`config.mk`:
```
export PLATFORM = sky130hd
export DESIGN_NAME = ex_mem_reg_flat
export DESIGN_NICKNAME = d
export VERILOG_FILES = /design/src/rtl/ex_mem_reg_if.sv /design/src/rtl/ex_mem_reg.sv /design/src/flat_wrapper.sv
export SDC_FILE = /design/constraint.sdc
export NUM_CORES = 1
export LEC_CHECK = 0
export BUFFER_PORTS_ARGS = -buffer_cell sky130_fd_sc_hd__buf_2
export CAP_MARGIN = 20
export CORE_AREA = 2 2 161 163
export CTS_BUF_LIST = sky130_fd_sc_hd__clkbuf_16
export DETAILED_ROUTE_END_ITERATION = 6
export DIE_AREA = 0 0 163 165
export SYNTH_ARGS = -nofsm -noshare
export SYNTH_HDL_FRONTEND = slang
export SYNTH_SLANG_ARGS = --single-unit
```
`constraint.sdc`:
```
create_clock -name clk -period 1.9 [get_ports clk]
set_clock_uncertainty 0.2 [all_clocks]
set_input_delay 0.095 -clock clk [delete_from_list [all_inputs] [get_ports clk]]
set_output_delay 0.095 -clock clk [all_outputs]
set_load 0.1 [all_outputs]
```
`src/rtl/ex_mem_reg_if.sv`:
```
// EX/MEM pipeline register bus: EX-side inputs, MEM-side handshake and the
// registered op. The optional forwarding outputs exist only when
// EX_MEM_FWD_EN is defined.
// master: upstream/downstream environment (drives EX fields, mem_ready)
// slave : the EX/MEM register itself
interface ex_mem_reg_if #(
  parameter int XLEN = 64,
  parameter int RD_W = 5
);
  logic            flush_flag;
  logic            ex_valid;
  logic            ex_mc;
  logic            alu_o_valid;
  logic [XLEN-1:0] alu_res;
  logic            alu_branch_flag;
  logic [XLEN-1:0] ex_pc;
  logic [RD_W-1:0] ex_rd;
  logic            ex_rd_wen;
  logic            ex_load;
  logic            ex_store;
  logic [1:0]      ex_size;
  logic [XLEN-1:0] ex_store_data;
  logic            mem_ready;

  logic            ex_ready;
  logic            ready_flag;
  logic            mc_busy;
  logic            EX_MEM_reg_valid;
  logic [XLEN-1:0] EX_MEM_reg_res;
  logic            EX_MEM_reg_branch;
  logic [XLEN-1:0] EX_MEM_reg_pc;
  logic [RD_W-1:0] EX_MEM_reg_rd;
  logic            EX_MEM_reg_rd_wen;
  logic            EX_MEM_reg_load;
  logic            EX_MEM_reg_store;
  logic [1:0]      EX_MEM_reg_size;
  logic [XLEN-1:0] EX_MEM_reg_store_data;

`ifdef EX_MEM_FWD_EN
  logic            fwd_valid;
  logic [RD_W-1:0] fwd_rd;
  logic [XLEN-1:0] fwd_data;
`endif

  modport master (
`ifdef EX_MEM_FWD_EN
    input  fwd_valid, fwd_rd, fwd_data,
`endif
    output flush_flag, ex_valid, ex_mc, alu_o_valid, alu_res, alu_branch_flag,
           ex_pc, ex_rd, ex_rd_wen, ex_load, ex_store, ex_size, ex_store_data,
           mem_ready,
    input  ex_ready, ready_flag, mc_busy,
           EX_MEM_reg_valid, EX_MEM_reg_res, EX_MEM_reg_branch, EX_MEM_reg_pc,
           EX_MEM_reg_rd, EX_MEM_reg_rd_wen, EX_MEM_reg_load, EX_MEM_reg_store,
           EX_MEM_reg_size, EX_MEM_reg_store_data
  );

  modport slave (
`ifdef EX_MEM_FWD_EN
    output fwd_valid, fwd_rd, fwd_data,
`endif
    input  flush_flag, ex_valid, ex_mc, alu_o_valid, alu_res, alu_branch_flag,
           ex_pc, ex_rd, ex_rd_wen, ex_load, ex_store, ex_size, ex_store_data,
           mem_ready,
    output ex_ready, ready_flag, mc_busy,
           EX_MEM_reg_valid, EX_MEM_reg_res, EX_MEM_reg_branch, EX_MEM_reg_pc,
           EX_MEM_reg_rd, EX_MEM_reg_rd_wen, EX_MEM_reg_load, EX_MEM_reg_store,
           EX_MEM_reg_size, EX_MEM_reg_store_data
  );
endinterface

```
`src/rtl/ex_mem_reg.sv`:
```
// EX/MEM pipeline register. Captures one EX op (ALU result, branch flag,
// memory-access control) and hands it to MEM with valid/ready. Multi-cycle
// mul/div ops are held in EX until the ALU result is valid and the slot is
// free; ready_flag releases the mul/div unit.
// Optional: EX_MEM_FWD_EN adds fwd_valid/fwd_rd/fwd_data forwarding outputs.
//
// state | meaning
// IDLE  | no multi-cycle op outstanding
// WAIT  | mul/div issued, waiting for alu_o_valid
// DONE  | mul/div result valid, waiting for a free output slot
module ex_mem_reg #(
  parameter int XLEN = 64,
  parameter int RD_W = 5
) (
  input  logic         clk,
  input  logic         rst_n,
  ex_mem_reg_if.slave  bus
);

  typedef enum logic [1:0] {
    ST_IDLE = 2'd0,
    ST_WAIT = 2'd1,
    ST_DONE = 2'd2
  } state_t;

  state_t          state;
  state_t          state_nxt;

  logic            slot_free;
  logic            res_ok;
  logic            accept;

  logic            valid_q;
  logic [XLEN-1:0] res_q;
  logic            branch_q;
  logic [XLEN-1:0] pc_q;
  logic [RD_W-1:0] rd_q;
  logic            rd_wen_q;
  logic            load_q;
  logic            store_q;
  logic [1:0]      size_q;
  logic [XLEN-1:0] store_data_q;

  // Acceptance: op present, result available, slot empty or draining, no flush.
  // Gated by rst_n so nothing is handed off while reset is asserted.
  always_comb begin
    slot_free = !valid_q | bus.mem_ready;
    res_ok    = !bus.ex_mc | bus.alu_o_valid;
    accept    = rst_n & bus.ex_valid & res_ok & slot_free & !bus.flush_flag;
  end

  // FSM state register.
  always_ff @(posedge clk) begin
    if (!rst_n) begin
      state <= ST_IDLE;
    end else begin
      state <= state_nxt;
    end
  end

  // FSM next-state; flush always returns to IDLE.
  always_comb begin
    state_nxt = state;
    if (bus.flush_flag) begin
      state_nxt = ST_IDLE;
    end else begin
      case (state)
        ST_IDLE: begin
          if (bus.ex_valid & bus.ex_mc) begin
            if (!bus.alu_o_valid) begin
              state_nxt = ST_WAIT;
            end else if (!slot_free) begin
              state_nxt = ST_DONE;
            end
          end
        end
        ST_WAIT: begin
          if (bus.alu_o_valid) begin
            state_nxt = slot_free ? ST_IDLE : ST_DONE;
          end
        end
        ST_DONE: begin
          if (slot_free) begin
            state_nxt = ST_IDLE;
          end
        end
        default: state_nxt = ST_IDLE;
      endcase
    end
  end

  // FSM / handshake outputs; all held low while reset is asserted.
  always_comb begin
    bus.ex_ready   = rst_n & (accept | (!bus.ex_valid & !bus.flush_flag));
    bus.ready_flag = accept & bus.ex_mc;
    bus.mc_busy    = rst_n & (state != ST_IDLE);
  end

  // Pipeline register: flush > accept > drain > hold. Fields are left as-is
  // when valid drops; only valid carries meaning then.
  always_ff @(posedge clk) begin
    if (!rst_n) begin
      valid_q      <= 1'b0;
      res_q        <= '0;
      branch_q     <= 1'b0;
      pc_q         <= '0;
      rd_q         <= '0;
      rd_wen_q     <= 1'b0;
      load_q       <= 1'b0;
      store_q      <= 1'b0;
      size_q       <= 2'd0;
      store_data_q <= '0;
    end else if (bus.flush_flag) begin
      valid_q      <= 1'b0;
    end else if (accept) begin
      valid_q      <= 1'b1;
      res_q        <= bus.alu_res;
      branch_q     <= bus.alu_branch_flag;
      pc_q         <= bus.ex_pc;
      rd_q         <= bus.ex_rd;
      rd_wen_q     <= bus.ex_rd_wen;
      load_q       <= bus.ex_load;
      store_q      <= bus.ex_store;
      size_q       <= bus.ex_size;
      store_data_q <= bus.ex_store_data;
    end else if (bus.mem_ready) begin
      valid_q      <= 1'b0;
    end
  end

  assign bus.EX_MEM_reg_valid      = valid_q;
  assign bus.EX_MEM_reg_res        = res_q;
  assign bus.EX_MEM_reg_branch     = branch_q;
  assign bus.EX_MEM_reg_pc         = pc_q;
  assign bus.EX_MEM_reg_rd         = rd_q;
  assign bus.EX_MEM_reg_rd_wen     = rd_wen_q;
  assign bus.EX_MEM_reg_load       = load_q;
  assign bus.EX_MEM_reg_store      = store_q;
  assign bus.EX_MEM_reg_size       = size_q;
  assign bus.EX_MEM_reg_store_data = store_data_q;

`ifdef EX_MEM_FWD_EN
  // Forward only ALU results that will write a real register; load data is
  // not available until MEM, and x0 never forwards.
  always_comb begin
    bus.fwd_valid = valid_q & rd_wen_q & !load_q & (rd_q != '0);
    bus.fwd_rd    = rd_q;
    bus.fwd_data  = res_q;
  end
`endif

endmodule
```
`src/flat_wrapper.sv`:
```
// flat-port wrapper written by rule: the top's interface ports become plain ports
module ex_mem_reg_flat 
#(
  parameter int XLEN = 64,
  parameter int RD_W = 5
)
  (clk, rst_n, bus_flush_flag, bus_ex_valid, bus_ex_mc, bus_alu_o_valid, bus_alu_res, bus_alu_branch_flag, bus_ex_pc, bus_ex_rd, bus_ex_rd_wen, bus_ex_load, bus_ex_store, bus_ex_size, bus_ex_store_data, bus_mem_ready, bus_ex_ready, bus_ready_flag, bus_mc_busy, bus_EX_MEM_reg_valid, bus_EX_MEM_reg_res, bus_EX_MEM_reg_branch, bus_EX_MEM_reg_pc, bus_EX_MEM_reg_rd, bus_EX_MEM_reg_rd_wen, bus_EX_MEM_reg_load, bus_EX_MEM_reg_store, bus_EX_MEM_reg_size, bus_EX_MEM_reg_store_data);
  ex_mem_reg_if #(.XLEN(XLEN), .RD_W(RD_W)) bus_i ();
  input  logic clk;
  input  logic rst_n;
  input wire logic [$bits(bus_i.flush_flag)-1:0] bus_flush_flag;
  input wire logic [$bits(bus_i.ex_valid)-1:0] bus_ex_valid;
  input wire logic [$bits(bus_i.ex_mc)-1:0] bus_ex_mc;
  input wire logic [$bits(bus_i.alu_o_valid)-1:0] bus_alu_o_valid;
  input wire logic [$bits(bus_i.alu_res)-1:0] bus_alu_res;
  input wire logic [$bits(bus_i.alu_branch_flag)-1:0] bus_alu_branch_flag;
  input wire logic [$bits(bus_i.ex_pc)-1:0] bus_ex_pc;
  input wire logic [$bits(bus_i.ex_rd)-1:0] bus_ex_rd;
  input wire logic [$bits(bus_i.ex_rd_wen)-1:0] bus_ex_rd_wen;
  input wire logic [$bits(bus_i.ex_load)-1:0] bus_ex_load;
  input wire logic [$bits(bus_i.ex_store)-1:0] bus_ex_store;
  input wire logic [$bits(bus_i.ex_size)-1:0] bus_ex_size;
  input wire logic [$bits(bus_i.ex_store_data)-1:0] bus_ex_store_data;
  input wire logic [$bits(bus_i.mem_ready)-1:0] bus_mem_ready;
  output wire logic [$bits(bus_i.ex_ready)-1:0] bus_ex_ready;
  output wire logic [$bits(bus_i.ready_flag)-1:0] bus_ready_flag;
  output wire logic [$bits(bus_i.mc_busy)-1:0] bus_mc_busy;
  output wire logic [$bits(bus_i.EX_MEM_reg_valid)-1:0] bus_EX_MEM_reg_valid;
  output wire logic [$bits(bus_i.EX_MEM_reg_res)-1:0] bus_EX_MEM_reg_res;
  output wire logic [$bits(bus_i.EX_MEM_reg_branch)-1:0] bus_EX_MEM_reg_branch;
  output wire logic [$bits(bus_i.EX_MEM_reg_pc)-1:0] bus_EX_MEM_reg_pc;
  output wire logic [$bits(bus_i.EX_MEM_reg_rd)-1:0] bus_EX_MEM_reg_rd;
  output wire logic [$bits(bus_i.EX_MEM_reg_rd_wen)-1:0] bus_EX_MEM_reg_rd_wen;
  output wire logic [$bits(bus_i.EX_MEM_reg_load)-1:0] bus_EX_MEM_reg_load;
  output wire logic [$bits(bus_i.EX_MEM_reg_store)-1:0] bus_EX_MEM_reg_store;
  output wire logic [$bits(bus_i.EX_MEM_reg_size)-1:0] bus_EX_MEM_reg_size;
  output wire logic [$bits(bus_i.EX_MEM_reg_store_data)-1:0] bus_EX_MEM_reg_store_data;
  assign bus_i.flush_flag = bus_flush_flag;
  assign bus_i.ex_valid = bus_ex_valid;
  assign bus_i.ex_mc = bus_ex_mc;
  assign bus_i.alu_o_valid = bus_alu_o_valid;
  assign bus_i.alu_res = bus_alu_res;
  assign bus_i.alu_branch_flag = bus_alu_branch_flag;
  assign bus_i.ex_pc = bus_ex_pc;
  assign bus_i.ex_rd = bus_ex_rd;
  assign bus_i.ex_rd_wen = bus_ex_rd_wen;
  assign bus_i.ex_load = bus_ex_load;
  assign bus_i.ex_store = bus_ex_store;
  assign bus_i.ex_size = bus_ex_size;
  assign bus_i.ex_store_data = bus_ex_store_data;
  assign bus_i.mem_ready = bus_mem_ready;
  assign bus_ex_ready = bus_i.ex_ready;
  assign bus_ready_flag = bus_i.ready_flag;
  assign bus_mc_busy = bus_i.mc_busy;
  assign bus_EX_MEM_reg_valid = bus_i.EX_MEM_reg_valid;
  assign bus_EX_MEM_reg_res = bus_i.EX_MEM_reg_res;
  assign bus_EX_MEM_reg_branch = bus_i.EX_MEM_reg_branch;
  assign bus_EX_MEM_reg_pc = bus_i.EX_MEM_reg_pc;
  assign bus_EX_MEM_reg_rd = bus_i.EX_MEM_reg_rd;
  assign bus_EX_MEM_reg_rd_wen = bus_i.EX_MEM_reg_rd_wen;
  assign bus_EX_MEM_reg_load = bus_i.EX_MEM_reg_load;
  assign bus_EX_MEM_reg_store = bus_i.EX_MEM_reg_store;
  assign bus_EX_MEM_reg_size = bus_i.EX_MEM_reg_size;
  assign bus_EX_MEM_reg_store_data = bus_i.EX_MEM_reg_store_data;
  ex_mem_reg #(.XLEN(XLEN), .RD_W(RD_W)) u_core (.clk(clk), .rst_n(rst_n), .bus(bus_i));
endmodule
```
# == After elaboration in Yosys (flattened, before gate mapping) ==
# Index checks and enable logic that the tools add are counted.
# word_totals
reg_bits,206
input_bits,210
out_inout_bits,207
elab_cells,50
# classes
eq_ne,6
muxes,9
n_bitwise,14
n_reduce_logical,10
# ops
operator,count
2-to-1 mux 2 bit,6
bitwise AND 1 bit,9
case mux 2 bit (3 select lines),1
logical NOT 1 bit,4
inequality test 2 x 1 -> 1 bit (second input constant),2
AND reduction 4 bit,1
nonzero test 2 bit,2
inequality test 3 bit (second input constant),1
bitwise OR 1 bit,3
equality test 2 x 1 -> 1 bit (second input constant),1
equality test 2 bit (second input constant),1
logical NOT 2 bit,1
2-to-1 mux 1 bit,2
inequality test 2 bit (second input constant),1
inverter 1 bit,2
AND reduction 2 bit,1
OR reduction 2 bit,1

# == Logic depth before layout (Yosys ltp) ==
# Gate-level depths: netlist of the first run.
# depth
word_depth,7
mapped_depth,6
mapped_depth_nobuf,3

# == Worst setup path after synthesis of the first run ==
# OpenSTA, ideal clock, no wires.
# synth_path
kind,register to output
from,reg u_core.valid_q (netlist: u_core.bus.EX_MEM_reg_valid)
to,out bus_ready_flag
arrival_time_ns,2.995
required_time_ns,1.605
setup_slack_ns,-1.390
path_stages_with_launch,3
path_buffers,0
cell_sequence,dfxtp_1 nor2b_1 nor3_1
# synth_between
elab_chain_cells,5
# synth_lines
item,line,rtl
start: declaration,ex_mem_reg.sv:33,logic valid_q;
start signal: assignment,ex_mem_reg.sv:103,valid_q <= 1'b0;
start signal: assignment,ex_mem_reg.sv:114,valid_q <= 1'b0;
start signal: assignment,ex_mem_reg.sv:116,valid_q <= 1'b1;
logical NOT 1 bit,ex_mem_reg.sv:47,slot_free = !valid_q | bus.mem_ready;
bitwise OR 1 bit,ex_mem_reg.sv:47,
bitwise AND 1 bit (2 in a row),ex_mem_reg.sv:49,accept = rst_n & bus.ex_valid & res_ok & slot_free & !bus.flush_flag;
bitwise AND 1 bit,ex_mem_reg.sv:95,bus.ready_flag = accept & bus.ex_mc;
end: declaration,flat_wrapper.sv:26,output wire logic [$bits(bus_i.ready_flag)-1:0] bus_ready_flag;
# Every way passes these cells.

# == Worst setup path after layout of the first run ==
# layout_path
from,reg u_core.state[0]
to,reg u_core.state[1]
# layout_between
elab_chain_cells,3
elab_cells_between_ends,9
cone_classes,6 x eq/ne; 1 x mux; 2 x reduce/logical
# layout_lines
item,line,rtl
start: declaration,ex_mem_reg.sv:26,state_t state;
start signal: assignment,ex_mem_reg.sv:57,state <= state_nxt;
"equality test 2 bit, or another cell as far along",ex_mem_reg.sv:67,case (state)
"inequality test 2 x 1 -> 1 bit (no line), or another cell as far along",-,
AND reduction 4 bit (no line),-,
# Several ways; a longest one is shown, not always the timed one.
# A chain may end at the register's enable or synchronous reset.

==> flow_results.org, run 1 <==
** STA
- Adding up every negative setup slack in the final design gives 0 ns.
- The tightest hold path in the finished design has a slack of 0.02959 ns.
- Least-Margin Pin Slew :: 0.8666 ns
- Minimum clock period after layout :: 1.790 ns
- Setup violations remaining at the end of the flow were counted as 0.
- In this run the tightest slew margin relative to its limit is 0.4204.
- Final number of max-transition violations :: 0
- Setup repair after global routing left no endpoint under its margin.
- Derived from the worst setup path, the maximum achievable clock frequency is 558.7 MHz.
- Final worst path period share :: 0.9421
- The number of hold violations in the final report was 0.

** Place
- Detail Placement HPWL :: 16.74 mm
- Placer Congestion :: 0.7991
- Number of I/O port buffers :: 416

** CTS
- CTS tree :: done
- Clock tree synthesis inserted a total of 23 buffers.
- Post-CTS Repair Setup Buffers :: 0
- Clock latency on the worst-skew pair, taken at its later pin, is 0.52 ns.
- H-tree lvl count :: 1
- CTS saw 206 sinks.
- Clock-pin slew was measured on the worst setup and hold paths at 0.06 ns.
- Max Buffers Root-to-Sink :: 3
- Cell at the root of the clock tree :: sky130_fd_sc_hd__clkbuf_16

** Drt
- The first routing iteration left 432 violations.
- Via-to-Cell Ratio :: 4.495
- In the final routed layout, each cell accounts on average for 14.90 um.
- The count of nets left with antenna violations once routing finished came out at 0.
- Via count :: 8716
- For this run, the detailed router's first-pass iteration total came to 4.
- Wires add up to 28.89 mm.
- For this run, design rule violations remaining after detail routing come to 0.

** Worst setup path
- Maximum fanout encountered on the critical timing path :: 3
- Kind of critical path :: flop to flop
- Required time of the critical path :: 2.16 ns
- Worst EP arrival :: 2.05 ns
- Launching instance or port of the critical path :: u_core.state[0]
- STA classifies the critical path endpoint as a flop.
- Startpoint types :: flop
- The startpoint identified for the worst register-to-register timing path is u_core.state[0].

** Synth
- Total number of yosys warnings :: 0
- The netlist uses 20 different library cells.
- Mapped cell area :: 0.008279 mm^2
- Register bit total from synthesis :: 206
- Of the synthesized area, sequential elements account for 0.4981.
- In the synthesized netlist, the number of instances is 900.
- Post-Syn Area per Cell :: 9.199 um^2
- Synthesis produced a netlist with a net count of 1110.

** Layout
- Area growth, synth to finish :: 73.99%
- Of the cells placed in the final design, the portion with a size suffix greater than 1 is 0.2985.
- Post-layout nets :: 1803

** Power
- Peak supply drop :: 0.5753 mV
- Dividing total power by cell area gives a power density of 835.7 mW/mm^2.
- Leakage power :: 6.628 nW

** Global routing
- Number of antenna violations at the first check in global routing :: 1
- The number of global-route vias before repair came to 9021.
- For this run the aggregate overflow at the end of global routing stands at 0.
- Maximum number of pins on one net before global-route repair :: 48
- The first global-routing pass estimated 44.61 mm of wire.
- Overall Global Routing Usage :: 0.2033

** Worst hold path
- Path type of the worst min-delay path :: input pin to flop
- In this run the most critical hold path is launched from rst_n.

** Outcome
- The flow ran to the end, and the final reports show no timing, DRC or antenna violations.

** Floorplan
- After floorplanning, the core was divided into 58 placement rows.
- Horizontal die dimension :: 163 um
- Placeable core region :: 0.02504 mm^2
- Top-Level Pins :: 417
- Die Y-Extent :: 165 um
- Starting density of the core :: 0.3307
- Overall die area :: 0.02690 mm^2

** Job
- Max-cap violations in this run came to 0.
per-layer routing:
layer / vias to the layer above / wire (um) / GRT usage
met3: 77 / 2330 / 0.05424
met2: 346 / 14320 / 0.3725
met4: 0 / 1286 / 0.09855
li1: 4295 / - / -
met5: - / 0 / 0
met1: 3998 / 10960 / 0.2163
path summary, 6_finish.rpt:
path                                          endpoint  depth (start not counted)  slack, ns
setup / recovery                       u_core.state[1]                          4       0.11
hold / removal    u_core.bus.EX_MEM_reg_store_data[55]                          4       0.03
hold reg to reg           u_core.bus.EX_MEM_reg_pc[27]                          2       0.25
setup reg to reg                       u_core.state[1]                          4       0.11
layout by cell type, fill, tap and decap left out, drive strengths merged, types with 2 or more instances in the layout:
| cell | instances |
|---|---|
| nand2 | 407 |
| bufinv | 2 |
| buf | 445 |
| dlygate4sd3 | 291 |
| inv | 5 |
| mux2i | 203 |
| dfxtp | 206 |
| a21oi | 3 |
| nand2b | 4 |
| clkbuf | 23 |
| clkinv | 9 |
registers in the layout (all words and copies together), names as in the netlist, 2 cells and up:
signal	cells
u_core.bus.EX_MEM_reg_pc	64
u_core.bus.EX_MEM_reg_res	64
u_core.bus.EX_MEM_reg_store_data	64
u_core.bus.EX_MEM_reg_rd	5
u_core.bus.EX_MEM_reg_size	2
u_core.state	2
metrics by stage:
step / worst slack, ns / util / cell area [um^2] / cells / power (mW)
after floorplan: 0.02053 / - / 8295 / 900 / 6.774
after global placement: 0.2593 / 0.4289 / 10740 / 1605 / 7.320
after detailed placement: 0.2116 / 0.4289 / 10740 / 1605 / 7.339
after CTS: 0.1157 / 0.5753 / 14400 / 1938 / 12.12
after global routing: 0.02051 / 0.5754 / 14410 / 1939 / 12.48
final: 0.1100 / 0.5754 / 14410 / 1939 / 12.04
repair_timing:
action	4_1_cts	5_1_grt
gates resized for setup	0	0
endpoints found under the hold margin	206	0
hold buffers	293	0
where the power goes:
group          internal, mW  total, mW  switching (mW)
Clock                  2.47       4.27            1.80
Sequential             4.52       4.63           0.104
Combinational         0.975       3.14            2.16
critical path, cell delays in order, from the launching register on:
cell and delay, ns:
sky130_fd_sc_hd__dfxtp_1 0.34, sky130_fd_sc_hd__a21oi_1 0.06, sky130_fd_sc_hd__or3b_1 0.35, sky130_fd_sc_hd__a211oi_1 0.22, sky130_fd_sc_hd__dlygate4sd3_1 0.56
Yosys cell counts:
cell type,n,share of area
sky130_fd_sc_hd__buf_8,18,0.033
sky130_fd_sc_hd__buf_4,3,0.0027
sky130_fd_sc_hd__a211oi_1,1,0.00091
sky130_fd_sc_hd__buf_2,3,0.0018
sky130_fd_sc_hd__and4b_1,1,0.0012
sky130_fd_sc_hd__nor3_1,1,0.00060
sky130_fd_sc_hd__mux2i_1,203,0.25
sky130_fd_sc_hd__nand2b_4,1,0.0017
sky130_fd_sc_hd__buf_6,2,0.0027
sky130_fd_sc_hd__nor2_1,1,0.00045
sky130_fd_sc_hd__nand2b_1,3,0.0023
sky130_fd_sc_hd__clkbuf_1,42,0.019
sky130_fd_sc_hd__or3b_1,1,0.0011
sky130_fd_sc_hd__nand3_1,1,0.00060
sky130_fd_sc_hd__nand2_1,407,0.18
sky130_fd_sc_hd__nor4_1,1,0.00076
sky130_fd_sc_hd__nor2b_1,1,0.00076
sky130_fd_sc_hd__dfxtp_1,206,0.50
sky130_fd_sc_hd__a21oi_1,3,0.0018
sky130_fd_sc_hd__o21a_1,1,0.00091
layout make-up:
type | instances | area, um^2
fillers | 2068 | 10630
repair buffers | 736 | 5468
flip-flops and latches | 206 | 4125
multi-input cells | 626 | 3686
clock buffers | 23 | 575.6
well taps | 330 | 412.9
clock inverters | 17 | 135.1
diodes | 1 | 2.502
kinds of logic (layout without fill, tap and decap cells):
family,Yosys count,count (layout),share of synthesized area
flip-flops,206,206,0.4981
multiplexers,203,203,0.2454
AO/OA/AOI/OAI,5,5,0.003627
AND/OR/NAND/NOR,418,418,0.1939
buffers and inverters,68,776,0.05894
other,0,1,0
No activity file was read; power rests on OpenSTA's default activity.
==> run 2: changes to the inputs <==
--- a/config.mk
+++ b/config.mk
@@ -7,10 +7,10 @@
 export LEC_CHECK = 0
 export BUFFER_PORTS_ARGS = -buffer_cell sky130_fd_sc_hd__buf_2
 export CAP_MARGIN = 20
-export CORE_AREA = 2 2 161 163
+export CORE_AREA = 2 2 164 166
 export CTS_BUF_LIST = sky130_fd_sc_hd__clkbuf_16
 export DETAILED_ROUTE_END_ITERATION = 6
-export DIE_AREA = 0 0 163 165
+export DIE_AREA = 0 0 166 168
 export SYNTH_ARGS = -nofsm -noshare
 export SYNTH_HDL_FRONTEND = slang
 export SYNTH_SLANG_ARGS = --single-unit
==> flow_results.org, run 2 (synthesis gave the netlist of run 1 again) <==
** Floorplan
- Placeable core region :: 0.02635 mm^2
- Number of placement rows :: 60
- Starting density of the core :: 0.3142
- Top-Level Pins :: 417
- The floorplan step defined a die boundary enclosing 0.02789 mm^2.
- The die is 166 um wide.
- The floorplan step set the die height to 168 um.

** Drt
- The count of nets left with antenna violations once routing finished came out at 0.
- For this block, the via count after detailed routing is 8687.
- Before antenna repair, the detailed router went through 4 iterations.
- DRT iter0 DRCs :: 470
- Average wire per cell in the routed design :: 14.21 um
- Summed over all layers, the routed wires come to 27.82 mm.
- Via-to-Cell Ratio :: 4.437
- Total DRC errors in the routed layout :: 0

** Layout
- Commonest cells after routing, fill and taps aside :: 412 x sky130_fd_sc_hd__buf_2, 407 x sky130_fd_sc_hd__nand2_1, 297 x sky130_fd_sc_hd__dlygate4sd3_1
- At the end of the flow, the number of nets in the layout was 1808.
- Fraction of layout instances using a drive strength above 1 :: 0.2989
- Compared with the post-synthesis result, the final layout area differs by 74.55%.
- The finished layout holds 1958 standard cells, fillers aside.
- Most common library cell in the layout ignoring fill and taps :: sky130_fd_sc_hd__buf_2
- Finished layout cell area :: 0.01445 mm^2
- For this run, the share of the core covered by cells in the final layout is 0.5484.

** Worst hold path
- The tightest min-delay check is of the input pin to flop type.
- Terminating pin of the worst hold path :: u_core.bus.EX_MEM_reg_pc[32]
- Hold wc startpoint :: rst_n
- Depth of the worst hold-timing path :: 5

** Global routing
- Entering global routing, the biggest net connects 95 pins.
- For this run, the total global-route usage over all layers was measured as 0.1900.
- Residual overflow from global routing :: 0
- The number of global-route vias before repair was 8907.
- Number of antenna violations at the first check in global routing :: 2
- Global-route wire length before repair :: 44.35 mm

** Power
- Total Power Consumption :: 12.12 mW
- Internal power comes to 8.029 mW.
- The share of total power dissipated in the clock network is 0.360.
- IR analysis of the VDD net gives a maximum drop of 0.7572 mV.
- Summed over all cells, the static leakage comes to 6.669 nW.
- Comb power frac :: 0.258
- Switching share of power :: 0.3374
- In this run the power density over the cells is 838.6 mW/mm^2.
- Proportion of power drawn by flip-flops and latches :: 0.382
- Net switching power :: 4.089 mW

** STA
- Setup slack closes at 0.09172 ns.
- FMAX :: 553.0 MHz
- Total negative slack for setup checks :: 0 ns
- On the final layout, the worst hold slack is 0.04002 ns.
- Headroom to the max-slew limit came out at 0.4421.
- The number of hold violations in the final report was 0.
- Setup repair after global routing left no endpoint under its margin.
- Final number of max-transition violations :: 0
- The worst path in the final design needs a cycle of 1.808 ns, including I/O delays and setup.
- # setup viols final :: 0
- At the pin with the least slew margin, the transition time is 0.8341 ns.
- Dividing the final minimum period by the clock period gives 0.9517.

** Worst setup path
- Reg-to-reg slack, setup :: 0.09 ns
- The worst setup path is launched from a flop.
- The largest individual stage delay along the critical path comes from the cell sky130_fd_sc_hd__dlygate4sd3_1.
- Critical R2R Capture :: u_core.bus.EX_MEM_reg_store_data[6]
- For this run, the slowest stage of the critical path takes 0.55 ns.
- Worst setup EP type :: flop
- The startpoint identified for the worst register-to-register timing path is u_core.bus.EX_MEM_reg_valid.
- Walking the worst path, the cells encountered are nand2b_1 > and4b_4 > buf_12 > mux2i_1 > dlygate4sd3_1.
- At the worst endpoint, the required time is 2.15 ns.
- By startpoint and endpoint, the worst setup path is classified as flop to flop.
- STA puts the critical path data arrival time at 2.06 ns.
- Along the worst path, the maximum fanout reaches 7.
- Cells on worst reg2reg path :: 5

** CTS
- CTS tree :: done
- Once the clock tree was built, the resizer swapped 0 gates to a different size.
- Clock Sinks :: 206
- Cell at the root of the clock tree :: sky130_fd_sc_hd__clkbuf_16
- Post-CTS clock slew at the launch and capture registers of the worst setup and hold paths :: 0.06 ns
- The later pin in the worst-skew pair is clocked with a latency of 0.50 ns.
- The clock passes through at most 3 buffers.
- H-tree lvl count :: 1
- Buffers inserted during clock tree synthesis total 24.

** Place
- Dpl cell area :: 0.01070 mm^2
- Worst slack after detailed placement :: 0.2273 ns
- Detail Placement HPWL :: 16.87 mm
- Placer Congestion :: 0.7968
- Port buffering added 416 buffers.
- Cell count after placement :: 1614

** Job
- Max-cap violation count :: 0

** Outcome
- Status :: finished clean
## run 2: cell types whose count changed in the layout (fill, tap and decap cells not counted)
cell	change
sky130_fd_sc_hd__clkinv_4	+1
sky130_fd_sc_hd__clkinv_1	-4
sky130_fd_sc_hd__buf_4	+2
sky130_fd_sc_hd__dlygate4sd3_1	+6
sky130_fd_sc_hd__clkinvlp_4	-1
sky130_fd_sc_hd__clkbuf_16	+2
sky130_fd_sc_hd__buf_12	-4
sky130_fd_sc_hd__bufinv_16	-1
sky130_fd_sc_hd__clkinv_2	+4
sky130_fd_sc_hd__inv_1	+3
## run 2: per-layer routing
layer,vias to the layer above,wire [um],share of wire,global-route usage
met5,-,0,0,0
met4,0,1091,0.039,0.07864
met3,85,2069,0.074,0.04819
met2,347,13310,0.48,0.3365
met1,3957,11350,0.41,0.2185
li1,4298,-,-,-
## run 2: critical path, delay by kind of cell, from the launching register on
family | cells | cell delay (ns)
flip-flops | 1 | 0.32
AND/OR/NAND/NOR | 2 | 0.38
multiplexers | 1 | 0.17
buffers and inverters | 2 | 0.68
## run 2: worst max path at each step
stage                                      from                                    to  slack (ns)  depth (start not counted)
floorplan           u_core.bus.EX_MEM_reg_valid                          bus_ex_ready        0.02                          3
global placement    u_core.bus.EX_MEM_reg_valid  u_core.bus.EX_MEM_reg_store_data[36]        0.28                          5
detailed placement  u_core.bus.EX_MEM_reg_valid  u_core.bus.EX_MEM_reg_store_data[13]        0.23                          5
CTS                 u_core.bus.EX_MEM_reg_valid   u_core.bus.EX_MEM_reg_store_data[6]        0.06                          5
global route        u_core.bus.EX_MEM_reg_valid   u_core.bus.EX_MEM_reg_store_data[6]        0.01                          5
finish              u_core.bus.EX_MEM_reg_valid   u_core.bus.EX_MEM_reg_store_data[6]        0.09                          5
## run 2: area by class of cell
type / instances / area [um^2]
Antenna cell: 1 / 2.502
Clock buffer: 25 / 625.6
Clock inverter: 19 / 122.6
Fill cell: 2243 / 11900
Multi-Input combinational cell: 626 / 3686
Sequential cell: 206 / 4125
Tap cell: 341 / 426.7
Timing Repair Buffer: 740 / 5463
## run 2: what timing repair did
item,in CTS,in global routing
hold endpoints to repair,206,0
hold buffers,298,0
endpoints found under the setup margin,0,2
buffers inserted,0,1
## run 2: power by group through the flow
stage	Clock [mW]	Sequential [mW]	Combinational [mW]
6_report	4.37	4.63	3.12
5_1_grt	4.69	4.65	3.26
4_1_cts	4.49	4.63	3.10
3_5_place_dp	0	4.72	2.61
3_3_place_gp	0	4.71	2.59
2_1_floorplan	0	6.17	0.607
